[config.mk]
export PLATFORM = sky130hd
export DESIGN_NAME = alu_exec_unit
export DESIGN_NICKNAME = d
export VERILOG_FILES = /design/src/rtl/alu_pkg.sv /design/src/rtl/alu_shift_iter.sv /design/src/rtl/alu_exec_unit.sv
export SDC_FILE = /design/constraint.sdc
export NUM_CORES = 1
export LEC_CHECK = 0
export CELL_PAD_IN_SITES_DETAIL_PLACEMENT = 1
export CELL_PAD_IN_SITES_GLOBAL_PLACEMENT = 2
export CORE_MARGIN = 2
export CORE_UTILIZATION = 34
export CTS_CLUSTER_SIZE = 28
export DETAILED_ROUTE_END_ITERATION = 8
export PLACE_DENSITY = 0.84
export SETUP_SLACK_MARGIN = 0.5
export SLEW_MARGIN = 20
export SYNTH_ARGS = -nofsm -noshare
export SYNTH_HDL_FRONTEND = slang
export SYNTH_HIERARCHICAL = 1
export SYNTH_SLANG_ARGS = --single-unit
[constraint.sdc]
create_clock -name clk -period 3.2 [get_ports clk]
set_input_delay 0.64 -clock clk [delete_from_list [all_inputs] [get_ports clk]]
set_output_delay 0.64 -clock clk [all_outputs]
set_load 0.02 [all_outputs]
[src/rtl/alu_pkg.sv]
// rtl/alu_pkg.sv - op codes, FSM encodings and width defaults shared by ALU control and execute
package alu_pkg;

  localparam int ALU_DATA_WIDTH  = 32;
  localparam int ALU_SHAMT_WIDTH = 5;

  localparam logic [3:0] OP_ADD    = 4'b0000;
  localparam logic [3:0] OP_SUB    = 4'b0001;
  localparam logic [3:0] OP_OR     = 4'b0010;
  localparam logic [3:0] OP_AND    = 4'b0011;
  localparam logic [3:0] OP_XOR    = 4'b0100;
  localparam logic [3:0] OP_SLL    = 4'b0101;
  localparam logic [3:0] OP_SRL    = 4'b0110;
  localparam logic [3:0] OP_PASS_B = 4'b0111;

  typedef enum logic [1:0] {
    ST_IDLE  = 2'd0,
    ST_SHIFT = 2'd1,
    ST_DONE  = 2'd2
  } alu_state_e;

  function automatic logic is_shift_op(input logic [3:0] op);
    return (op == OP_SLL) || (op == OP_SRL);
  endfunction

endpackage

[src/rtl/alu_shift_iter.sv]
// rtl/alu_shift_iter.sv - bit-serial shifter: one position per cycle, counts the amount down to zero
module alu_shift_iter
  import alu_pkg::*;
#(
  parameter int DATA_WIDTH  = ALU_DATA_WIDTH,
  parameter int SHAMT_WIDTH = ALU_SHAMT_WIDTH
) (
  input  logic                   clk,
  input  logic                   reset,
  input  logic                   load,
  input  logic                   dir,
  input  logic [SHAMT_WIDTH-1:0] shamt,
  input  logic [DATA_WIDTH-1:0]  data,
  output logic [DATA_WIDTH-1:0]  acc,
  output logic                   busy,
  output logic                   last
);

  logic [DATA_WIDTH-1:0]  acc_q;
  logic [SHAMT_WIDTH-1:0] cnt_q;
  logic                   dir_q;

  // dir = 1 is a logical right shift, 0 is a left shift; both zero-fill
  always_comb begin
    acc = dir_q ? (acc_q >> 1) : (acc_q << 1);
  end

  assign busy = (cnt_q != '0);
  assign last = (cnt_q == SHAMT_WIDTH'(1));

  always_ff @(posedge clk or posedge reset) begin
    if (reset) begin
      acc_q <= '0;
      cnt_q <= '0;
      dir_q <= 1'b0;
    end else if (load) begin
      acc_q <= data;
      cnt_q <= shamt;
      dir_q <= dir;
    end else if (busy) begin
      acc_q <= acc;
      cnt_q <= cnt_q - SHAMT_WIDTH'(1);
    end
  end

endmodule

[src/rtl/alu_exec_unit.sv]
// rtl/alu_exec_unit.sv - execute stage: single-cycle logic/add/sub, bit-serial shifts, registered result
module alu_exec_unit
  import alu_pkg::*;
#(
  parameter int DATA_WIDTH  = ALU_DATA_WIDTH,
  parameter int SHAMT_WIDTH = ALU_SHAMT_WIDTH
) (
  input  logic                  clk,
  input  logic                  reset,
  input  logic [3:0]            alu_operation_i,
  input  logic [DATA_WIDTH-1:0] operand_a_i,
  input  logic [DATA_WIDTH-1:0] operand_b_i,
  input  logic                  valid_i,
  output logic                  ready_o,
  output logic [DATA_WIDTH-1:0] result_o,
  output logic                  zero_o,
  output logic                  done_o
);

  alu_state_e             state_q, state_d;
  logic                   accept;
  logic                   start_shift;
  logic [SHAMT_WIDTH-1:0] shamt;
  logic [DATA_WIDTH-1:0]  comb_result;
  logic [DATA_WIDTH-1:0]  shift_acc;
  logic                   shift_busy;
  logic                   shift_last;

  assign shamt       = operand_b_i[SHAMT_WIDTH-1:0];
  assign accept      = valid_i & ready_o;
  assign start_shift = accept & is_shift_op(alu_operation_i) & (shamt != '0);

  // Shifts only reach this path with a zero amount, where the result is A unchanged
  always_comb begin
    comb_result = '0;
    case (alu_operation_i)
      OP_ADD:    comb_result = operand_a_i + operand_b_i;
      OP_SUB:    comb_result = operand_a_i - operand_b_i;
      OP_OR:     comb_result = operand_a_i | operand_b_i;
      OP_AND:    comb_result = operand_a_i & operand_b_i;
      OP_XOR:    comb_result = operand_a_i ^ operand_b_i;
      OP_SLL:    comb_result = operand_a_i;
      OP_SRL:    comb_result = operand_a_i;
      OP_PASS_B: comb_result = operand_b_i;
      default:   comb_result = '0;
    endcase
  end

  alu_shift_iter #(
    .DATA_WIDTH (DATA_WIDTH),
    .SHAMT_WIDTH(SHAMT_WIDTH)
  ) u_shift_iter (
    .clk  (clk),
    .reset(reset),
    .load (start_shift),
    .dir  (alu_operation_i == OP_SRL),
    .shamt(shamt),
    .data (operand_a_i),
    .acc  (shift_acc),
    .busy (shift_busy),
    .last (shift_last)
  );

  always_ff @(posedge clk or posedge reset) begin
    if (reset) begin
      state_q <= ST_IDLE;
    end else begin
      state_q <= state_d;
    end
  end

  always_comb begin
    state_d = state_q;
    case (state_q)
      ST_IDLE, ST_DONE: begin
        if (start_shift)  state_d = ST_SHIFT;
        else if (accept)  state_d = ST_DONE;
        else              state_d = ST_IDLE;
      end
      ST_SHIFT: begin
        if (shift_last)       state_d = ST_DONE;
        else if (!shift_busy) state_d = ST_IDLE;
        else                  state_d = ST_SHIFT;
      end
      default: state_d = ST_IDLE;
    endcase
  end

  always_comb begin
    ready_o = 1'b1;
    done_o  = 1'b0;
    case (state_q)
      ST_SHIFT: ready_o = 1'b0;
      ST_DONE:  done_o  = 1'b1;
      default: begin
        ready_o = 1'b1;
        done_o  = 1'b0;
      end
    endcase
  end

  // Result and zero flag only move on the edge that enters DONE
  always_ff @(posedge clk or posedge reset) begin
    if (reset) begin
      result_o <= '0;
      zero_o   <= 1'b1;
    end else if (accept && !start_shift) begin
      result_o <= comb_result;
      zero_o   <= (comb_result == '0);
    end else if (state_q == ST_SHIFT && shift_last) begin
      result_o <= shift_acc;
      zero_o   <= (shift_acc == '0);
    end
  end

endmodule

Word-level counts from Yosys, hierarchy flattened
Index checks and enable logic that the tools add are counted.
- bits in registers: 73
- latch bits: 0
- RAM bits: 0
- bits in read-only memories: 0
- memories kept: 0
- add/sub/neg operators: 3
- multipliers: 0
- divide/modulo/power cells: 0
- $lt $le $gt $ge: 0
- eq/ne operators: 10
- shift-type cells: 0
- muxes and demuxes: 17
- bitwise operators: 6
- reduce and logical (&&, ||, !) cells: 14
- operators with widths (kind ; number):
    $pmux 32 s7 ; 1
    $mux 32 ; 5
    $logic_not 32->1 ; 2
    $add 32x32->32 ; 1
    $and 32x32->32 ; 1
    $or 32x32->32 ; 1
    $sub 32x32->32 ; 1
    $xor 32x32->32 ; 1
    $eq 4x3->1 const B ; 4
    $mux 5 ; 2
    $reduce_bool 5->1 ; 2
    $eq 4x2->1 const B ; 2
    $mux 2 ; 3
    $eq 5x1->1 const B ; 1
    $mux 1 ; 5
    $sub 5x1->5 const B ; 1
    $eq 4x1->1 const B ; 1
    $logic_not 4->1 ; 1
    $pmux 2 s2 ; 1
    $reduce_bool 2->1 ; 2
    $reduce_or 2->1 ; 2
    $and 1x1->1 ; 3
    $eq 2x1->1 const B ; 1
    $eq 2x2->1 const B ; 1
    4 further kinds ; 5

Logic depth before layout (Yosys ltp)
- depth after elaboration: 8
- gate-level depth with buffers: 20
- depth with buffers taken out: 19

Hierarchy
Netlist, hierarchy kept.
- by module, submodules not included (module ; instances ; cells an instance ; area each (sq um)):
    alu_exec_unit ; 1 ; 869 ; 6486.2
    alu_shift_iter ; 1 ; 208 ; 2192.1

Worst setup path before layout
Ideal clock, no wire load.
- kind: input-to-reg
- start: in alu_operation_i[3]
- end: reg zero_o
- library setup time: 0.097 ns
- arrival time: 4.450 ns
- required time: 3.103 ns
- path slack: -1.348 ns
- stages on the path: 19
- path buffers: 4
- cell sequence: buf_2 > or3_1 > clkbuf_1 > clkbuf_1 > nor2_1 > clkbuf_1 > nor2_1 > xnor2_1 > ha_1 > nand2b_1 > a21oi_1 > o311a_1 > a211oi_1 > o31a_1 > xnor2_1 > a221o_1 > a211oi_1 > nand4_1 > o41ai_2
- cells in the longest elaborated chain, start to end: 7
- elaborated cells on any way between the ends: 18
- classes of those cells: 7 x eq/ne; 2 x mux; 2 x bitwise; 7 x reduce/logical
- ends and longest elaborated chain (item ; RTL line ; text):
    start, declared ; alu_exec_unit.sv:10 ; input logic [3:0] alu_operation_i,
    branches (longest 7 deep; another with $pmux 32 s7) ; n/a ;
    end signal, assigned ; alu_exec_unit.sv:109 ; zero_o <= (comb_result == '0);
    end signal, assigned ; alu_exec_unit.sv:112 ; zero_o <= (shift_acc == '0);
    end, declared ; alu_exec_unit.sv:16 ; output logic zero_o,
Several ways; the timed one is not identified.
A chain may end at the register's enable or synchronous reset.

Worst setup path after layout
- start: in operand_b_i[3]
- end: reg zero_o
- cells in the longest elaborated chain, start to end: 5
- elaborated cells on any way between the ends: 13
- classes of those cells: 2 x add/sub; 2 x mux; 4 x bitwise; 5 x reduce/logical
- ends and longest elaborated chain (item ; RTL line ; text):
    start, declared ; alu_exec_unit.sv:12 ; input logic [DATA_WIDTH-1:0] operand_b_i,
    branches (longest 5 deep; another with $sub 32x32->32) ; n/a ;
Several ways; the timed one is not identified.

==> results.txt <==
Status: finished with violations
Failing checks: setup timing
Most frequent cell after synthesis: ha_1
Final worst setup slack: -1.18 ns
Worst path cell trace: buf_8 > nor3_4 > and3_4 > and2_4 > inv_4 > or3_4 > o21ai_4 > buf_4 > buf_6 > buf_6 > o21ai_2 > xnor2_1 > ha_1 > inv_1 > o21bai_1 > a21oi_2 > nand2b_1 > a31oi_2 > o221ai_2 > xnor2_2 > a211oi_1 > nand4_1 > o41ai_2
Post-synthesis sequential area ratio: 0.211
Tightest Pin Transition: 0.619 ns
Post-synth EDFFs: 0
Initial antenna violation count: 0
Routability cong.: 0.916
Die width: 164 um
Fmax: 228 MHz
Hold_buf cts: 0
Ant diodes: 0
Crit-path most repeated cell: buf_6
CP max stage delay: 0.40 ns
Cell taking the most area after synthesis: dfrtp_1
Hold Crit Class: reg -> reg
Layout cells sized above 1: 0.450
Most used DFF post-synth: dfrtp_1
Ranking of synthesized cells by area: dfrtp_1 (21%), ha_1 (14%), o21ai_0 (5.1%)
CP startpoint: operand_b_i[3]
Post-route DRC: 0
Post-DP Area: 12,300 um^2
CP Depth: 23
WP buf/inv: 6
Num rows: 58
Worst EP required: 3.43 ns
CP delay by family, top: compound AO/OA/AOI/OAI gates
Clk_skew: 0.00703 ns
Worst R2R End: zero_o$_DFFE_PP1P_
Yosys reg bits: 73
Grt ovf: 0
CTS root buf: clkbuf_16
Vias in the first global route: 10.9k
Mapped cell area: 8680 um^2
Worst setup SP type: input pin
Max Slew Vio Count: 0
Reg2reg start: state_q[0]$_DFF_PP0_
1st-iter DRT viols: 1,001
Setup crit end: zero_o$_DFFE_PP1P_
Via Count: 11.1k
# fillers: 2,862
CTS Sinks: 73
Pwr/cell area: 424 nW/um^2
Reg clk slew, reported paths: 0.06 ns
GRT Total Usage: 0.310
Initial Utilization: 0.346
First-pass GRT wire length: 63.6 mm
Pre-antenna DRT Iters: 5
Cells after Synth: 1,077
Cts bufs inserted: 9
Clock latency on the worst-skew pair: 0.34 ns
Dpl hpwl: 31.3 mm
Static Leakage: 6.87 nW
Routed Antenna Nets: 0
CP Capture Type: flop
DIE HEIGHT: 164 um
Setup TNS: -15.33 ns
Post-synth ARST share: 1.00
Worst reg2reg path depth: 10
Largest net degree at the start of global routing: 44
Bufs on Longest Clock Path: 2
Synthesis Warnings: 6
WHS Path Cells: 2
Synth cell types: 76
Area Overhead vs Synth: 71.4%
Final instance area: 14,900 um^2
Fin crit period: 4.38 ns
CP Max Fanout: 3
Minimum hold slack: 0.509 ns
Slew HR: 0.587
Worst R2R Setup Slack: 0.23 ns
Number of setup violations in the final report: 25
Post-synth top area share: 0.208
Hold Vio Cnt, Final: 0
Vias per inst: 6.04
TritonCTS clock tree: built
Worst VDD drop: 0.388 mV
Most instantiated cells after synthesis: ha_1 (99), inv_1 (91), nand2_1 (90)
H-tree Lvls: 3
Syn Nets: 1,248
RSZ-0062 raised after global routing: true
Core Region: 25,100 um^2
Total Wirelength: 48.3 mm
Die footprint: 26,800 um^2
Slowest cell on the critical path: or3_4
Crit Path Class: in -> reg
Maxcap violations: 0
Routed WL per cell: 26.2 um
I/O Buffers: 105
Power, Total: 6.31 mW
Worst endpoint data arrival time: 4.62 ns
Dpl ws: -2.13 ns
Nets@finish: 1,680
I/O pin total: 106
Fin crit share: 1.37
Syn_area_per_cell: 8.06 um^2
==> routing by layer <==
metal	wire length [um]	track usage	vias to the layer above
li1	-	-	4834
met1	20500	0.433	5597
met2	22400	0.507	568
met3	3420	0.0280	143
met4	1960	0.0961	0
met5	0	0	-
==> worst reg2reg max path: cells and delay by family (launching register included) <==
kind | cells | cell delay (ns)
AO/OA/AOI/OAI | 2 | 0.63
flip-flops | 1 | 0.40
AND/OR/NAND/NOR | 8 | 1.85
==> stage by stage <==
stage | util | instances
CTS | 0.546 | 1804
finish | 0.592 | 1844
floorplan | - | 1077
global route | 0.592 | 1844
global placement | 0.489 | 1744
detailed placement | 0.489 | 1744
==> cells in the final DEF, fill, tap and decap left out, drive strengths merged, types with 6 or more instances in the layout <==
cell type        n
a211oi          17
mux2i           43
ha              99
clkdlybuf4s50   81
o21ai          117
a21o            14
nand2           90
xor2            16
o31ai           12
buf            389
nand2b           8
a22o             8
a22oi           39
and3             7
nor2b           11
clkbuf          17
nor3            23
nand3            8
mux2            34
a31oi           15
nor4            17
o21bai           6
a221oi          10
dfrtp           72
inv             91
a21oi           62
xnor2           40
o22ai            7
nand4           17
a221o           13
nor2            47
==> kinds of logic (layout without fill, tap and decap cells) <==
group | after synthesis | after routing | share of synthesized area
AOI/OAI and AO/OA | 362 | 362 | 0.271
xor gates and xnor gates | 56 | 56 | 0.0565
adders and majority gates | 100 | 100 | 0.145
buffers and inverters | 154 | 591 | 0.0741
DFF | 73 | 73 | 0.211
muxes | 78 | 78 | 0.0963
and+or+nand+nor | 254 | 254 | 0.146
==> how the worst min path moves through the flow <==
stage	startpoint	to
final	result_o[9]$_DFFE_PP0P_	result_o[9]$_DFFE_PP0P_
after global placement	result_o[19]$_DFFE_PP0P_	result_o[19]$_DFFE_PP0P_
after detailed placement	result_o[9]$_DFFE_PP0P_	result_o[9]$_DFFE_PP0P_
after floorplan	state_q[0]$_DFF_PP0_	state_q[1]$_DFF_PP0_
after global routing	result_o[17]$_DFFE_PP0P_	result_o[17]$_DFFE_PP0P_
after CTS	result_o[9]$_DFFE_PP0P_	result_o[9]$_DFFE_PP0P_
==> report_power, final <==
group	leakage (nW)	switching, mW	internal [mW]
Clock	0.153	0.373	0.667
Sequential	0.940	0.237	1.22
Combinational	5.78	2.04	1.78
Total	6.87	2.65	3.67
==> sequential cells by signal, summed over array words and instances, names as in the netlist <==
| signal | cells |
|---|---|
| state_q | 2 |
| u_shift_iter/acc_q | 32 |
| result_o | 32 |
| u_shift_iter/dir_q | 1 |
| u_shift_iter/cnt_q | 5 |
| zero_o | 1 |
==> final cells by class <==
class / instances / area [um^2] / share of cell area
flip-flops and latches: 73 / 1830 / 0.123
repair buffers: 483 / 4150 / 0.279
multi-input cells: 850 / 7830 / 0.526
well taps: 330 / 413 / 0.0278
clock buffers: 14 / 274 / 0.0184
inverters: 92 / 348 / 0.0234
clock inverters: 2 / 35.0 / 0.00236
==> repair_timing <==
item / CTS / global route
endpoints found under the setup margin: 72 / 32
gates cloned: 0 / 0
resized for setup: 257 / 187
setup buffers: 44 / 40
pin swaps: 85 / 113
hold endpoints to repair: 0 / 0
(Power assumes the default switching activity.)
